--- src/rtl/cache_pkg.sv ---
// Shared cache encodings: snoop request/response codes, MESI line states,
// snoop controller FSM states and the MESI snoop transition function.
package cache_pkg;

  localparam logic [1:0] SUREQ_RD   = 2'd0;
  localparam logic [1:0] SUREQ_INV  = 2'd1;
  localparam logic [1:0] SUREQ_RFO  = 2'd2;
  localparam logic [1:0] SUREQ_RSV  = 2'd3;

  localparam logic [1:0] SDRSP_OKAY = 2'd0;
  localparam logic [1:0] SDRSP_INV  = 2'd1;

  localparam logic [2:0] INVALID    = 3'd0;
  localparam logic [2:0] SHARED     = 3'd1;
  localparam logic [2:0] EXCLUSIVE  = 3'd2;
  localparam logic [2:0] MODIFIED   = 3'd3;

  typedef enum logic [2:0] {
    ST_IDLE,
    ST_LOOKUP,
    ST_EVAL,
    ST_WB,
    ST_UPDATE,
    ST_RSP
  } snp_st_e;

  // State a line moves to when it is snooped with the given op.
  // A reserved op leaves the line untouched.
  function automatic logic [2:0] mesi_snp_nxt_st(input logic [2:0] cur,
                                                 input logic [1:0] op);
    logic [2:0] nxt;
    case (op)
      SUREQ_RD:             nxt = SHARED;
      SUREQ_INV, SUREQ_RFO: nxt = INVALID;
      default:              nxt = cur;
    endcase
    return nxt;
  endfunction

endpackage

--- src/rtl/snp_req_fifo.sv ---
// Small synchronous FIFO holding queued snoop requests. DEPTH must be a
// power of two so the pointers wrap on their own.
module snp_req_fifo #(
  parameter  int DW    = 34,
  parameter  int DEPTH = 4,
  localparam int AW    = $clog2(DEPTH)
) (
  input  logic          clk,
  input  logic          rst,
  input  logic          push,
  input  logic [DW-1:0] din,
  input  logic          pop,
  output logic [DW-1:0] dout,
  output logic          full,
  output logic          empty,
  output logic [AW:0]   count
);

  logic [DW-1:0] r_mem [DEPTH];
  logic [AW-1:0] r_wptr;
  logic [AW-1:0] r_rptr;
  logic [AW:0]   r_count;
  logic          w_push;
  logic          w_pop;

  assign w_push = push && !full;
  assign w_pop  = pop && !empty;
  assign full   = (r_count == (AW+1)'(DEPTH));
  assign empty  = (r_count == '0);
  assign count  = r_count;
  assign dout   = r_mem[r_rptr];

  // Pointer and occupancy tracking; simultaneous push/pop keeps the count.
  always_ff @(posedge clk) begin
    if (rst) begin
      r_wptr  <= '0;
      r_rptr  <= '0;
      r_count <= '0;
    end else begin
      if (w_push) r_wptr <= r_wptr + AW'(1);
      if (w_pop)  r_rptr <= r_rptr + AW'(1);
      case ({w_push, w_pop})
        2'b10:   r_count <= r_count + (AW+1)'(1);
        2'b01:   r_count <= r_count - (AW+1)'(1);
        default: r_count <= r_count;
      endcase
    end
  end

  // Entry storage; contents are meaningless until counted as valid.
  always_ff @(posedge clk) begin
    if (w_push) r_mem[r_wptr] <= din;
  end

endmodule

--- src/rtl/snp_req_ctrl_q.sv ---
// Queued snoop controller: takes one snoop at a time from the request FIFO,
// looks up the tag/state array, writes back dirty data, updates the MESI
// state and returns a snoop response.
module snp_req_ctrl_q
  import cache_pkg::*;
#(
  parameter  int ADDR_W   = 32,
  parameter  int NUM_WAYS = 4,
  parameter  int Q_DEPTH  = 4,
  parameter  int CNT_W    = 16,
  localparam int WAY_W    = (NUM_WAYS > 1) ? $clog2(NUM_WAYS) : 1
) (
  input  logic              clk,
  input  logic              rst,
  input  logic              snp_req_vld,
  output logic              snp_req_rdy,
  input  logic [1:0]        snp_req_op,
  input  logic [ADDR_W-1:0] snp_req_addr,
  output logic              lkup_vld,
  output logic [ADDR_W-1:0] lkup_addr,
  input  logic              lkup_hit,
  input  logic [WAY_W-1:0]  lkup_way,
  input  logic [2:0]        lkup_st,
  output logic              upd_vld,
  output logic [ADDR_W-1:0] upd_addr,
  output logic [WAY_W-1:0]  upd_way,
  output logic [2:0]        upd_st,
  output logic              wb_vld,
  input  logic              wb_rdy,
  output logic [ADDR_W-1:0] wb_addr,
  output logic              snp_rsp_vld,
  input  logic              snp_rsp_rdy,
  output logic [1:0]        snp_rsp,
  output logic [ADDR_W-1:0] snp_rsp_addr,
  output logic              snp_rsp_wb,
  output logic              busy,
  output logic [CNT_W-1:0]  hit_cnt
);

  localparam int DW  = ADDR_W + 2;
  localparam int QAW = $clog2(Q_DEPTH);

  snp_st_e           r_state;
  snp_st_e           w_state_nxt;
  logic [1:0]        r_op;
  logic [ADDR_W-1:0] r_addr;
  logic [WAY_W-1:0]  r_way;
  logic [2:0]        r_cur;
  logic [2:0]        r_nxt;
  logic [1:0]        r_rsp;
  logic              r_dirty;
  logic [CNT_W-1:0]  r_hit_cnt;

  logic              w_full;
  logic              w_empty;
  logic              w_push;
  logic              w_pop;
  logic [DW-1:0]     w_head;
  logic [QAW:0]      w_count;
  logic [2:0]        w_cur;
  logic [2:0]        w_nxt;
  logic              w_rd_rfo;
  logic              w_dirty;
  logic [1:0]        w_rsp;

  // Holding rdy low during reset keeps requests from slipping in while the
  // queue is being cleared.
  assign snp_req_rdy = !rst && !w_full;
  assign w_push      = snp_req_vld && snp_req_rdy;
  assign w_pop       = (r_state == ST_IDLE) && !w_empty;

  snp_req_fifo #(
    .DW    (DW),
    .DEPTH (Q_DEPTH)
  ) u_fifo (
    .clk   (clk),
    .rst   (rst),
    .push  (w_push),
    .din   ({snp_req_op, snp_req_addr}),
    .pop   (w_pop),
    .dout  (w_head),
    .full  (w_full),
    .empty (w_empty),
    .count (w_count)
  );

  // Lookup evaluation, meaningful only in EVAL when the array answer is valid.
  assign w_cur    = lkup_hit ? lkup_st : INVALID;
  assign w_nxt    = mesi_snp_nxt_st(w_cur, r_op);
  assign w_rd_rfo = (r_op == SUREQ_RD) || (r_op == SUREQ_RFO);
  assign w_dirty  = (w_cur == MODIFIED) && w_rd_rfo;
  assign w_rsp    = ((w_cur != INVALID) && w_rd_rfo) ? SDRSP_OKAY : SDRSP_INV;

  assign busy    = (w_count != '0) || (r_state != ST_IDLE);
  assign hit_cnt = r_hit_cnt;

  // FSM state and saturating hit counter.
  always_ff @(posedge clk) begin
    if (rst) begin
      r_state   <= ST_IDLE;
      r_hit_cnt <= '0;
    end else begin
      r_state <= w_state_nxt;
      if ((r_state == ST_EVAL) && lkup_hit && w_rd_rfo && (r_hit_cnt != '1))
        r_hit_cnt <= r_hit_cnt + CNT_W'(1);
    end
  end

  // Working registers: request fields on pop, lookup outcome in EVAL.
  always_ff @(posedge clk) begin
    if (w_pop) {r_op, r_addr} <= w_head;
    if (r_state == ST_EVAL) begin
      r_way   <= lkup_way;
      r_cur   <= w_cur;
      r_nxt   <= w_nxt;
      r_rsp   <= w_rsp;
      r_dirty <= w_dirty;
    end
  end

  // Next-state selection.
  always_comb begin
    w_state_nxt = r_state;
    case (r_state)
      ST_IDLE:   if (!w_empty) w_state_nxt = ST_LOOKUP;
      ST_LOOKUP: w_state_nxt = ST_EVAL;
      ST_EVAL: begin
        if (w_dirty)                          w_state_nxt = ST_WB;
        else if (lkup_hit && (w_nxt != w_cur)) w_state_nxt = ST_UPDATE;
        else                                  w_state_nxt = ST_RSP;
      end
      ST_WB:     if (wb_rdy) w_state_nxt = (r_nxt != r_cur) ? ST_UPDATE : ST_RSP;
      ST_UPDATE: w_state_nxt = ST_RSP;
      ST_RSP:    if (snp_rsp_rdy) w_state_nxt = ST_IDLE;
      default:   w_state_nxt = ST_IDLE;
    endcase
  end

  // Output decode; every output field is zero outside its own state.
  always_comb begin
    lkup_vld     = 1'b0;
    lkup_addr    = '0;
    upd_vld      = 1'b0;
    upd_addr     = '0;
    upd_way      = '0;
    upd_st       = '0;
    wb_vld       = 1'b0;
    wb_addr      = '0;
    snp_rsp_vld  = 1'b0;
    snp_rsp      = '0;
    snp_rsp_addr = '0;
    snp_rsp_wb   = 1'b0;
    case (r_state)
      ST_LOOKUP: begin
        lkup_vld  = 1'b1;
        lkup_addr = r_addr;
      end
      ST_WB: begin
        wb_vld  = 1'b1;
        wb_addr = r_addr;
      end
      ST_UPDATE: begin
        upd_vld  = 1'b1;
        upd_addr = r_addr;
        upd_way  = r_way;
        upd_st   = r_nxt;
      end
      ST_RSP: begin
        snp_rsp_vld  = 1'b1;
        snp_rsp      = r_rsp;
        snp_rsp_addr = r_addr;
        snp_rsp_wb   = r_dirty;
      end
      default: ;
    endcase
  end

endmodule

--- config.mk ---
export PLATFORM = sky130hd
export DESIGN_NAME = snp_req_ctrl_q
export DESIGN_NICKNAME = d
export VERILOG_FILES = /design/src/rtl/cache_pkg.sv /design/src/rtl/snp_req_fifo.sv /design/src/rtl/snp_req_ctrl_q.sv
export SDC_FILE = /design/constraint.sdc
export NUM_CORES = 1
export LEC_CHECK = 0
export BUFFER_PORTS_ARGS = -buffer_cell sky130_fd_sc_hd__buf_2
export CAP_MARGIN = 20
export CORE_ASPECT_RATIO = 0.8
export CORE_MARGIN = 5
export CORE_UTILIZATION = 54
export DETAILED_ROUTE_END_ITERATION = 7
export PLACE_DENSITY = 0.8
export SLEW_MARGIN = 40
export SYNTH_ARGS = -nofsm -noshare
export SYNTH_HDL_FRONTEND = slang
export SYNTH_SLANG_ARGS = --single-unit
--- constraint.sdc ---
create_clock -name clk -period 4.85 [get_ports clk]
set_input_delay 0 -clock clk [delete_from_list [all_inputs] [get_ports clk]]
set_output_delay 0 -clock clk [all_outputs]
set_load 0.05 [all_outputs]
After elaboration in Yosys (flattened, before gate mapping)
Memory sizes are Yosys's and may differ from the RTL's. A register that Yosys moved wholly into a read port is not among the register bits.
Index checks and enable logic that the tools add are counted.
Widths: inputs -> output; s select.

word-level totals
  memories kept = 1
  flip-flop bits (word level) = 37
  memory bits (writable) = 136
  ROM bits = 0
  latch bits = 0
  output and inout port bits = 158

operators by class
  bitwise logic cells = 0
  reductions and logical operators = 25
  shift operators = 0
  add/subtract/negate cells = 5
  multipliers = 0
  multiplexer cells = 25
  divide/modulo/power cells = 0
  order comparisons = 0
  eq/ne operators = 17

memories
  memory        words  width  rd ports  clocked after Yosys merged registers in  wr ports  line                text
  u_fifo.r_mem  4      34     1         1                                        1         snp_req_fifo.sv:19  logic [DW-1:0] r_mem [DEPTH];

operators with widths
  kind                   number
  $mux 32                4
  $mux 3                 6
  $pmux 3 s6             1
  $add 16x1->16 const B  1
  $ne 16x16->1 const B   1
  $pmux 3 s2             2
  $logic_and 1x1->1      11
  $mux 1                 10
  $eq 3x2->1 const B     3
  $eq 3x3->1 const B     3
  $reduce_bool 3->1      3
  $logic_not 3->1        2
  $ne 2x2->1 const B     3
  $ne 3x3->1             2
  $add 2x1->2 const B    2
  $eq 2x1->1 const B     2
  $eq 2x2->1 const B     2
  $mux 2                 2
  $add 3x1->3 const B    1
  $eq 3x1->1 const B     1
  $logic_not 1->1        3
  $reduce_and 3->1       1
  $sub 3x1->3 const B    1
  $logic_not 2->1        1
  3 further kinds        4

Depth between registers and ports, before layout
Gate-level depths: netlist of the first run.

  depth after elaboration = 8
  depth in mapped cells = 9
  mapped depth without buffers = 9

Modules after synthesis
From an unflattened synthesis of the first run, not the netlist that was laid out.

second synthesis, totals
  cells, all modules = 582
  area, all modules = 8958.6 um^2

by module, submodules not included
  module          sequential area each (um^2)  times used  cells an instance  area an instance (um^2)
  snp_req_fifo    4264.1                       1           232                5442.7
  snp_req_ctrl_q  1701.6                       1           350                3515.9

Least setup slack after synthesis of the first run
Ideal clock, no wire load.

  path type = flip-flop to flip-flop
  start = reg r_state[0]
  end = reg u_fifo.r_count[2] (netlist: u_fifo.count[2])
  arrival time = 3.840 ns
  path slack = 0.939 ns
  setup time = 0.071 ns
  buffers on the path = 1
  cell stages (with the launch flop) = 10
  path through = dfxtp_1 -> buf_4 -> nor3_1 -> nor2b_1 -> ha_1 -> inv_1 -> fa_1 -> xor2_1 -> or3_1 -> a21oi_1

between the ends
  cells in the longest elaborated chain, start to end = 5
  elaborated cells between the ends (all ways) = 7
  those cells by class = 2 x eq/ne; 1 x mux; 4 x reduce/logical

RTL lines
  what                                             line                   text
  from (decl)                                      snp_req_ctrl_q.sv:43   snp_st_e r_state;
  from (signal assigned)                           snp_req_ctrl_q.sv:103  r_state <= w_state_nxt;
  $logic_not 3->1 *                                snp_req_ctrl_q.sv:70   assign w_pop = (r_state == ST_IDLE) && !w_empty;
  $logic_and 1x1->1 *                              snp_req_ctrl_q.sv:70
  named net u_fifo.pop                             snp_req_fifo.sv:12     input logic pop,
  $logic_and 1x1->1 *                              snp_req_fifo.sv:27     assign w_pop = pop && !empty;
  $eq 2x1->1 or $eq 2x2->1 (tied branches)         snp_req_fifo.sv:42     case ({w_push, w_pop})
  $pmux 3 s2 or $reduce_bool 2->1 (tied branches)  -
  to (signal assigned)                             snp_req_fifo.sv:43     2'b10: r_count <= r_count + (AW+1)'(1);
  to (signal assigned)                             snp_req_fifo.sv:44     2'b01: r_count <= r_count - (AW+1)'(1);
  to (signal assigned)                             snp_req_fifo.sv:45     default: r_count <= r_count;
  to (decl)                                        snp_req_fifo.sv:22     logic [AW:0] r_count;

The timed path passes the listed nets; every way through them passes the cells marked *.
A chain may end at the register's enable or synchronous reset.

Worst setup path after layout of the first run
  start = reg r_state[2]
  end = reg u_fifo.r_count[2] (netlist: u_fifo.count[2])

The elaborated chain is that of the path after synthesis.

==> impl_metrics.env, run 1 <==
export IMPL_outcome="finished clean"
export IMPL_synth_flop_cell="edfxtp_1"
export IMPL_maxCapViolCount=0
export IMPL_dieArea_sq_mm=0.0190
export IMPL_finalSetupTns_ps=0
export IMPL_syn_nets=625
export IMPL_regToRegEndpoint="u_fifo.count[2]"
export IMPL_grt_usage=0.209
export IMPL_grt_pass1_wl_mm=32.3
export IMPL_grt_busiest_layer="met2"
export IMPL_slew_viol_final=0
export IMPL_grt_util_met2=0.359
export IMPL_async_flop_share=0
export IMPL_cts_root_buffer="clkbuf_16"
export IMPL_remaining_drc_errors=0
export IMPL_fin_area_sq_mm=0.0111
export IMPL_synthSimpleGateAreaFrac=0.157
export IMPL_antenna_cells=0
export IMPL_antenna_found_initial=0
export IMPL_p_per_area_mw_per_mm2=497
export IMPL_ys_top_cells_by_count="edfxtp_1 (180), and2_1 (107), and3_1 (40), mux4_2 (34), dfxtp_1 (26)"
export IMPL_slew_headroom=0.427
export IMPL_start_util=0.555
export IMPL_synth_warning_count=0
export IMPL_finalHoldViolations=0
export IMPL_met1_usage=0.274
export IMPL_crit_path_end_kind="flop"
export IMPL_endpoint="u_fifo.count[2]"
export IMPL_grt_pass1_vias=5987
export IMPL_hold_class="in -> reg"
export IMPL_fin_crit_sh=0.558
export IMPL_r2r_slack_ps=2140
export IMPL_core_area_sq_mm=0.0159
export IMPL_area_growth_pct=26.2
export IMPL_critPathRequiredTime_ps=5260
export IMPL_clock_path_buffers=3
export IMPL_synthAdderAreaFrac=0.0108
export IMPL_routed_via_density=5.56
export IMPL_synth_edf_count=180
export IMPL_drive_gt1_frac=0.349
export IMPL_avgSynthCellArea_sq_um=15.4
export IMPL_instances_no_fill=1042
export IMPL_synthDistinctLibCells=58
export IMPL_ir_drop_uv=251
export IMPL_drt_initial_drc_count=405
export IMPL_grt_ovfl_total=0
export IMPL_dp_cells=962
export IMPL_port_buffers=201
export IMPL_syn_inst=573
export IMPL_postLayoutSetupSlackWorst_ps=2140
export IMPL_max_freq_mhz=370
export IMPL_die_y_um=124
export IMPL_synth_seq_cells=206
export IMPL_synth_area_leaders="edfxtp_1 (61%), mux4_2 (8.7%), and2_1 (7.6%)"
export IMPL_worstPathArrival_ps=3110
export IMPL_crit_fanout=32
export IMPL_r2r_start="r_state[2]"
export IMPL_synthesis_area_sq_mm=0.00883
export IMPL_final_setup_skew_ps=8.34
export IMPL_rows=41
export IMPL_synth_top_area_share=0.612
export IMPL_htreeDepth=1
export IMPL_nNetsFinal=868
export IMPL_hpwl_mm=12.8
export IMPL_ctsResizeCount=0
export IMPL_synth_compound_area_frac=0.0343
export IMPL_wl_per_cell_um=19.4
export IMPL_placed_area_sq_mm=0.0100
export IMPL_p_leak_uw=0.00457
export IMPL_clkTransAtPathRegs_ps=60
export IMPL_pre_cts_slack_ps=2150
export IMPL_finalSetupViolCount=0
export IMPL_numCtsBuffers=21
export IMPL_drt_pass1_iterations=4
export IMPL_critPathKind="reg -> reg"
export IMPL_gp_congestion=0.757
export IMPL_cts_tree="done"
export IMPL_pin_count=203
export IMPL_regArea_sq_mm=0.00593
export IMPL_grt_met3_usage=0.0452
export IMPL_synth_top_cell_by_area="edfxtp_1"
export IMPL_worstSetupStartpoint="r_state[2]"
export IMPL_multi_input_area_sq_mm=0.00275
export IMPL_critPathLaunchType="flop"
export IMPL_synth_top_family_by_area="simple AND/OR/NAND/NOR gates"
export IMPL_worstSkewPairLatency_ps=480
export IMPL_synthXorXnorAreaFrac=0.00793
export IMPL_rr_worst_depth=9
export IMPL_grt_max_degree=36
export IMPL_cts_hold_fix_buffers=46
export IMPL_cts_sinks=206
export IMPL_rsz0062_at_grt="no"
export IMPL_dieWidth_um=153
export IMPL_period_minus_slack_ps=2710
export IMPL_antenna_left=0
export IMPL_yosysSeqAreaShare=0.671
export IMPL_cts_setup_buffers=0
export IMPL_vias=5789
export IMPL_finalWirelength_mm=20.2
export IMPL_muxShareOfSynthArea=0.0968
export IMPL_yosysMostFrequentCell="edfxtp_1"
export IMPL_nFillCells=1069
export IMPL_hold_ws_ps=246
export IMPL_tightest_slew_ps=838
state kept, by name, summed over array words and instances (netlist names):
register       cells
hit_cnt           16
r_way              2
r_nxt              3
r_rsp              1
r_state            3
r_op               2
r_addr            32
r_dirty            1
u_fifo.r_mem     136
r_cur              3
u_fifo.r_rptr      2
u_fifo.r_wptr      2
u_fifo.count       3
layer usage:
metal	routed length, um	part of all wire	up-vias
met4	503	0.025	0
li1	-	-	2646
met3	1430	0.071	34
met1	8270	0.41	2881
met2	9980	0.49	228
met5	0	0	-
how the worst min path moves through the flow:
stage | from | to | slack (ps) | cells past startpoint
floorplan | lkup_way[0] | r_way[0] | 100 | 0
global placement | lkup_way[1] | r_way[1] | 190 | 1
detailed placement | lkup_way[0] | r_way[0] | 190 | 1
CTS | lkup_way[0] | r_way[0] | 230 | 2
global route | snp_req_addr[27] | u_fifo.r_mem[1][27] | 250 | 2
finish | lkup_way[0] | r_way[0] | 250 | 2
power by group:
group	switching (uW)	internal, uW	total (uW)
sequential	238	2260	2500
combinational	1010	517	1530
clock	621	891	1510
final cells by class:
class                           instances  share of cell area
Tap cell                              215              0.0241
Sequential cell                       206               0.532
Clock buffer                           23              0.0478
Clock inverter                         11             0.00909
Timing Repair Buffer                  253               0.136
Inverter                               13             0.00438
Multi-Input combinational cell        321               0.247
worst max-delay path, stage by stage (launching register included):
cell	delay [ps]
dfxtp_2	490
buf_4	290
nor3_1	380
nor2b_4	230
ha_1	180
inv_1	60
fa_1	370
xor2_1	180
or3_1	310
a21oi_1	140
through the flow:
| stage | utilization | total power, uW |
|---|---|---|
| finish | 0.701 | 5540 |
| global route | 0.701 | 5780 |
| CTS | 0.701 | 5580 |
| detailed placement | 0.632 | 4040 |
| global placement | 0.631 | 3980 |
| floorplan | - | 3590 |
layout by cell type, fill, tap and decap left out, types with 6 or more instances in the layout:
master and n:
buf_2 201, edfxtp_1 180, and2_1 103, dlygate4sd3_1 46
and3_1 40, mux4_2 34, dfxtp_1 23, clkbuf_16 21
nor2_1 14, nand2_1 13, inv_1 12, a21oi_1 12
o31ai_1 7, nor2b_1 7, xnor2_1 6, mux2_1 6
ha_1 6, clkinv_1 6, buf_4 6
logic make-up after synthesis:
group / after synthesis
mux: 42
buf+inv: 46
compound gates: 42
other cells: 1
xor+xnor: 8
fa+ha+maj: 7
flops: 206
simple gates: 221
No activity file was read; power rests on OpenSTA's default activity.
==> run 2: changes to the inputs <==
clock period = 2.5 ns   (was 4.85 ns; I/O delays follow)
==> run 2 against run 1 <==
Against the previous run:
- die area unchanged
- global-route usage up 0.80 points
- core utilization up 1.3 points
- worst hold slack worse by 240 ps
- combinational power up 110%
- wire length up 4.6%
- sequential power up 88%
- critical path depth down 4
- sequential cell count unchanged
- count of clock-buffer cells in the layout down 1
- design area up 1.8%
==> impl_metrics.env, run 2 (same netlist as run 1, synthesis figures left out) <==
export IMPL_hold_class="in -> reg"
export IMPL_largest_reg_flops=136
export IMPL_clock_path_buffers=3
export IMPL_hp_start="rst"
export IMPL_antenna_found_initial=0
export IMPL_utilization=0.714
export IMPL_critPathRequiredTime_ps=2500
export IMPL_drive_gt1_frac=0.366
export IMPL_port_buffers=201
export IMPL_area_growth_pct=28.5
export IMPL_finalHoldViolations=0
export IMPL_wl_per_cell_um=20.0
export IMPL_tightest_slew_ps=724
export IMPL_power_total_uw=11000
export IMPL_drt_initial_drc_count=326
export IMPL_rows=41
export IMPL_p_per_area_mw_per_mm2=972
export IMPL_grt_max_degree=47
export IMPL_final_common_cell="buf_2"
export IMPL_ir_drop_uv=580
export IMPL_p_leak_uw=0.00467
export IMPL_nFillCells=1025
export IMPL_cts_tree="done"
export IMPL_dieArea_sq_mm=0.0190
export IMPL_crit_fanout=46
export IMPL_outcome="finished clean"
export IMPL_placed_area_sq_mm=0.0102
export IMPL_rr_worst_depth=10
export IMPL_grt_usage=0.217
export IMPL_cts_root_buffer="clkbuf_16"
export IMPL_nNetsFinal=879
export IMPL_min_to="u_fifo.r_wptr[1]"
export IMPL_maxCapViolCount=0
export IMPL_worstPathArrival_ps=2340
export IMPL_pin_count=203
export IMPL_instances_no_fill=1056
export IMPL_dieWidth_um=153
export IMPL_start_util=0.555
export IMPL_r2r_start="u_fifo.count[0]"
export IMPL_numCtsBuffers=20
export IMPL_max_freq_mhz=427
export IMPL_slew_viol_final=0
export IMPL_multi_input_area_sq_mm=0.00277
export IMPL_fin_area_sq_mm=0.0113
export IMPL_rsz0062_at_grt="no"
export IMPL_crit_path_end_kind="output port"
export IMPL_regToRegEndpoint="u_fifo.count[2]"
export IMPL_cts_setup_buffers=0
export IMPL_grt_ovfl_total=0
export IMPL_holdPathStages=5
export IMPL_antenna_left=0
export IMPL_period_minus_slack_ps=2340
export IMPL_finalSetupViolCount=0
export IMPL_htreeDepth=1
export IMPL_die_y_um=124
export IMPL_grt_pass1_vias=6068
export IMPL_grt_pass1_wl_mm=33.5
export IMPL_r2r_slack_ps=330
export IMPL_critPathKind="reg -> out"
export IMPL_top_register="u_fifo.r_mem"
export IMPL_core_area_sq_mm=0.0159
export IMPL_finalWirelength_mm=21.1
export IMPL_critPathLaunchType="flop"
export IMPL_cts_sinks=206
export IMPL_regArea_sq_mm=0.00593
export IMPL_final_cell_mix="buf_2 (201), edfxtp_1 (180), and2_1 (103), dlygate4sd3_1 (46), and3_1 (40)"
export IMPL_hpwl_mm=13.3
export IMPL_vias=5802
export IMPL_fin_crit_sh=0.936
export IMPL_antenna_cells=0
export IMPL_clkTransAtPathRegs_ps=60
export IMPL_routed_via_density=5.49
export IMPL_dp_cells=974
export IMPL_gp_congestion=0.810
export IMPL_remaining_drc_errors=0
export IMPL_drt_pass1_iterations=4
export IMPL_slew_headroom=0.505
export IMPL_final_setup_skew_ps=19.2
export IMPL_worstSkewPairLatency_ps=500
==> run 2: timing repair <==
| item | CTS | global route |
|---|---|---|
| hold buffers | 46 | 0 |
| resized for setup | 0 | 3 |
| hold endpoints to repair | 145 | 0 |
| setup endpoints to repair | 0 | 63 |
==> run 2: area by class of cell <==
type	instances	area share
clock buffer	22	0.0448
clock inverter	14	0.0136
inverter	13	0.00430
multi-input combinational	321	0.244
sequential	206	0.522
tap	215	0.0237
timing repair buffer	265	0.147
==> run 2: per-stage QoR <==
stage / hold WS (ps) / setup TNS [ps] / setup WS (ps)
after CTS: 0.873 / 0 / 19.5
after floorplan: 98.9 / -46.6 / -46.6
after detailed placement: 181 / 0 / 368
final: 8.06 / 0 / 160
after global routing: 52.7 / 0 / 72.2
after global placement: 182 / 0 / 530
==> run 2: power by group <==
group | total, uW | switching [uW] | internal (uW) | leakage (uW)
Clock | 3050 | 1270 | 1790 | 0.000324
Combinational | 3270 | 2170 | 1110 | 0.00249
Sequential | 4700 | 321 | 4380 | 0.00186
Total | 11000 | 3750 | 7270 | 0.00467
==> run 2: per-layer routing <==
layer	GRT usage	up-vias	wire, um
met2	0.383	227	10800
met5	0	-	0
met4	0.0461	0	386
met3	0.0458	33	1350
met1	0.279	2870	8610
li1	-	2672	-
==> run 2: worst max-delay path by stage <==
| stage | cells past startpoint | slack [ps] | startpoint | to |
|---|---|---|---|---|
| final | 5 | 160 | r_state[2] | snp_rsp_addr[28] |
| after global routing | 5 | 70 | r_state[2] | snp_rsp_addr[28] |
| after CTS | 5 | 20 | r_state[2] | wb_addr[13] |
| after detailed placement | 10 | 370 | u_fifo.count[0] | u_fifo.count[2] |
| after global placement | 8 | 530 | r_state[1] | u_fifo.count[2] |
| after floorplan | 9 | -50 | r_state[0] | u_fifo.count[2] |
==> run 2: critical path, cell delays in order (launching register included) <==
cell and delay (ps):
dfxtp_1 400, buf_6 330, nor3b_2 320, buf_4 340, and2_1 190, buf_2 260
==> run 3: changes to the inputs <==
ABC_AREA = 1   (was not set)
MAX_ROUTING_LAYER = met4   (was not set)
==> run 3 against run 2 <==
Against the previous run:
- cell count grew 24%
- synthesized cell count rose by 46%
- global-route usage rose by 1.6 points
- setup slack gained 90 ps
- clock power barely moved
- area after synthesis shrank 0.27%
==> impl_metrics.env, run 3 <==
export IMPL_area_growth_pct=28.2
export IMPL_final_setup_skew_ps=21.1
export IMPL_routed_via_density=5.27
export IMPL_synth_seq_cells=206
export IMPL_hold_class="in -> reg"
export IMPL_antenna_found_initial=0
export IMPL_synth_warning_count=0
export IMPL_clock_path_buffers=3
export IMPL_max_freq_mhz=444
export IMPL_synth_top_cell_by_area="edfxtp_1"
export IMPL_final_common_cell="nor2_1"
export IMPL_final_cell_mix="nor2_1 (231), buf_2 (201), edfxtp_1 (180), o21ai_0 (76), nand2_1 (75)"
export IMPL_p_per_area_mw_per_mm2=1030
export IMPL_comb_power_share=0.332
export IMPL_slew_viol_final=0
export IMPL_critPathLaunchType="flop"
export IMPL_grt_ovfl_total=0
export IMPL_core_area_sq_mm=0.0159
export IMPL_grt_usage=0.233
export IMPL_grt_max_degree=72
export IMPL_synth_flop_cell="edfxtp_1"
export IMPL_endpoint="r_state[2]"
export IMPL_pre_cts_slack_ps=402
export IMPL_htreeDepth=1
export IMPL_synth_top_area_share=0.614
export IMPL_rsz0062_at_grt="no"
export IMPL_tightest_slew_ps=693
export IMPL_r2r_start="r_state[0]"
export IMPL_synthesis_area_sq_mm=0.00881
export IMPL_seq_power_share=0.402
export IMPL_placed_area_sq_mm=0.0101
export IMPL_drt_pass1_iterations=5
export IMPL_die_y_um=124
export IMPL_grt_pass1_vias=6760
export IMPL_largest_reg_flops=136
export IMPL_syn_nets=890
export IMPL_clkTransAtPathRegs_ps=60
export IMPL_cts_sinks=206
export IMPL_ir_drop_uv=674
export IMPL_vias=6904
export IMPL_avgSynthCellArea_sq_um=10.5
export IMPL_hpwl_mm=13.6
export IMPL_cts_tree="done"
export IMPL_postLayoutSetupSlackWorst_ps=250
export IMPL_yosysMostFrequentCell="nor2_1"
export IMPL_switchingPower_uw=4510
export IMPL_fin_area_sq_mm=0.0113
export IMPL_ys_top_cells_by_count="nor2_1 (236), edfxtp_1 (180), o21ai_0 (78), nand2_1 (75), inv_1 (74)"
export IMPL_critPathKind="reg -> reg"
export IMPL_port_buffers=201
export IMPL_drive_gt1_frac=0.268
export IMPL_p_leak_uw=0.00480
export IMPL_crit_fanout=17
export IMPL_rows=41
export IMPL_worstSkewPairLatency_ps=500
export IMPL_yosysSeqAreaShare=0.673
export IMPL_period_minus_slack_ps=2250
export IMPL_grt_pass1_wl_mm=35.2
export IMPL_dieWidth_um=153
export IMPL_synthDistinctLibCells=35
export IMPL_rr_worst_depth=7
export IMPL_numCtsBuffers=20
export IMPL_slew_headroom=0.538
export IMPL_crit_path_end_kind="flop"
export IMPL_p_sw_frac=0.389
export IMPL_critPathRequiredTime_ps=2870
export IMPL_finalSetupViolCount=0
export IMPL_pin_count=203
export IMPL_async_flop_share=0
export IMPL_worstPathArrival_ps=2620
export IMPL_antenna_left=0
export IMPL_r2r_slack_ps=250
export IMPL_remaining_drc_errors=0
export IMPL_drt_initial_drc_count=534
export IMPL_hold_ws_ps=201
export IMPL_worstSetupStartpoint="r_state[0]"
export IMPL_regToRegEndpoint="r_state[2]"
export IMPL_syn_inst=838
export IMPL_fin_crit_sh=0.900
export IMPL_start_util=0.554
export IMPL_finalHoldViolations=0
export IMPL_finalWirelength_mm=22.0
export IMPL_cts_root_buffer="clkbuf_16"
export IMPL_synth_edf_count=180
export IMPL_maxCapViolCount=0
export IMPL_top_register="u_fifo.r_mem"
export IMPL_wl_per_cell_um=16.8
export IMPL_gp_congestion=0.872
export IMPL_antenna_cells=0
export IMPL_clock_power_share=0.266
export IMPL_outcome="finished clean"
export IMPL_nNetsFinal=1134
export IMPL_dieArea_sq_mm=0.0190
export IMPL_synth_area_leaders="edfxtp_1 (61%), nor2_1 (10%), dfxtp_1 (5.9%)"
export IMPL_hp_start="snp_req_vld"
export IMPL_p_int_uw=7090
[run 3: cell count changes in the layout (fill, tap and decap cells not counted), sizes merged, moves of 8 or more]
cell   delta
a21oi    +12
and2    -106
and3     -40
inv      +66
mux4     -34
nand2    +73
nand3    +15
nor2    +222
nor2b     -8
o21ai    +76
o22ai    +33
[run 3: what timing repair did]
item	4_1_cts	5_1_grt
buffers inserted	0	0
hold buffers	46	0
setup endpoints to repair	0	1
endpoints found under the hold margin	163	0
gates resized for setup	0	3
[run 3: worst min path at each step]
stage	slack, ps	cells after the start	end
after floorplan	100	0	r_way[0]
after global placement	180	1	r_way[0]
after detailed placement	180	1	r_way[0]
after CTS	200	3	u_fifo.r_wptr[0]
after global routing	210	3	u_fifo.r_wptr[0]
final	200	3	u_fifo.r_wptr[0]
[run 3: routing by layer]
| layer | global-route usage | part of all wire | vias to the layer above |
|---|---|---|---|
| met3 | 0.0382 | 0.076 | 37 |
| met2 | 0.378 | 0.47 | 300 |
| met4 | 0.0508 | 0.022 | 0 |
| li1 | - | - | 3299 |
| met5 | - | 0 | - |
| met1 | 0.314 | 0.43 | 3268 |
[run 3: critical path, stage by stage, from the launching register on]
cell and delay (ps):
dfxtp_1 580, nand3_4 320, or2_1 330, nand2_1 90, nor2_1 60, a21oi_1 140
nor2_1 50, dlygate4sd3_1 560
[run 3: kinds of logic (layout without fill, tap and decap cells)]
family	after synthesis	after routing	synth area share
flip-flops	206	206	0.673
buffers and inverters	121	379	0.0545
XOR/XNOR	10	10	0.00994
AO/OA/AOI/OAI	141	141	0.0903
other	1	1	0.000426
AND/OR/NAND/NOR	352	352	0.161
adder cells (fa/ha/maj)	7	7	0.0108
[run 3: final cells by class]
| class | instances | area (sq um) |
|---|---|---|
| clock inverters | 12 | 158 |
| well taps | 215 | 269 |
| flip-flops and latches | 206 | 5930 |
| repair buffers | 263 | 1640 |
| clock buffers | 24 | 515 |
| multi-input cells | 511 | 2480 |
| fillers | 1105 | 4610 |
| inverters | 80 | 303 |
[run 3: metrics by stage]
stage,instances,total power (uW),setup TNS [ps],util
floorplan,838,7440,-274,-
global placement,1229,8390,0,0.638
detailed placement,1229,8470,0,0.638
CTS,1311,11600,0,0.709
global route,1311,12100,0,0.710
finish,1311,11600,0,0.710
[run 3: power by group through the flow]
stage | logic, uW | registers [uW] | clock network (uW)
6_report | 3850 | 4660 | 3080
3_5_place_dp | 3760 | 4710 | 0
5_1_grt | 4160 | 4710 | 3270
4_1_cts | 3850 | 4660 | 3110
2_1_floorplan | 2820 | 4620 | 0
3_3_place_gp | 3670 | 4720 | 0
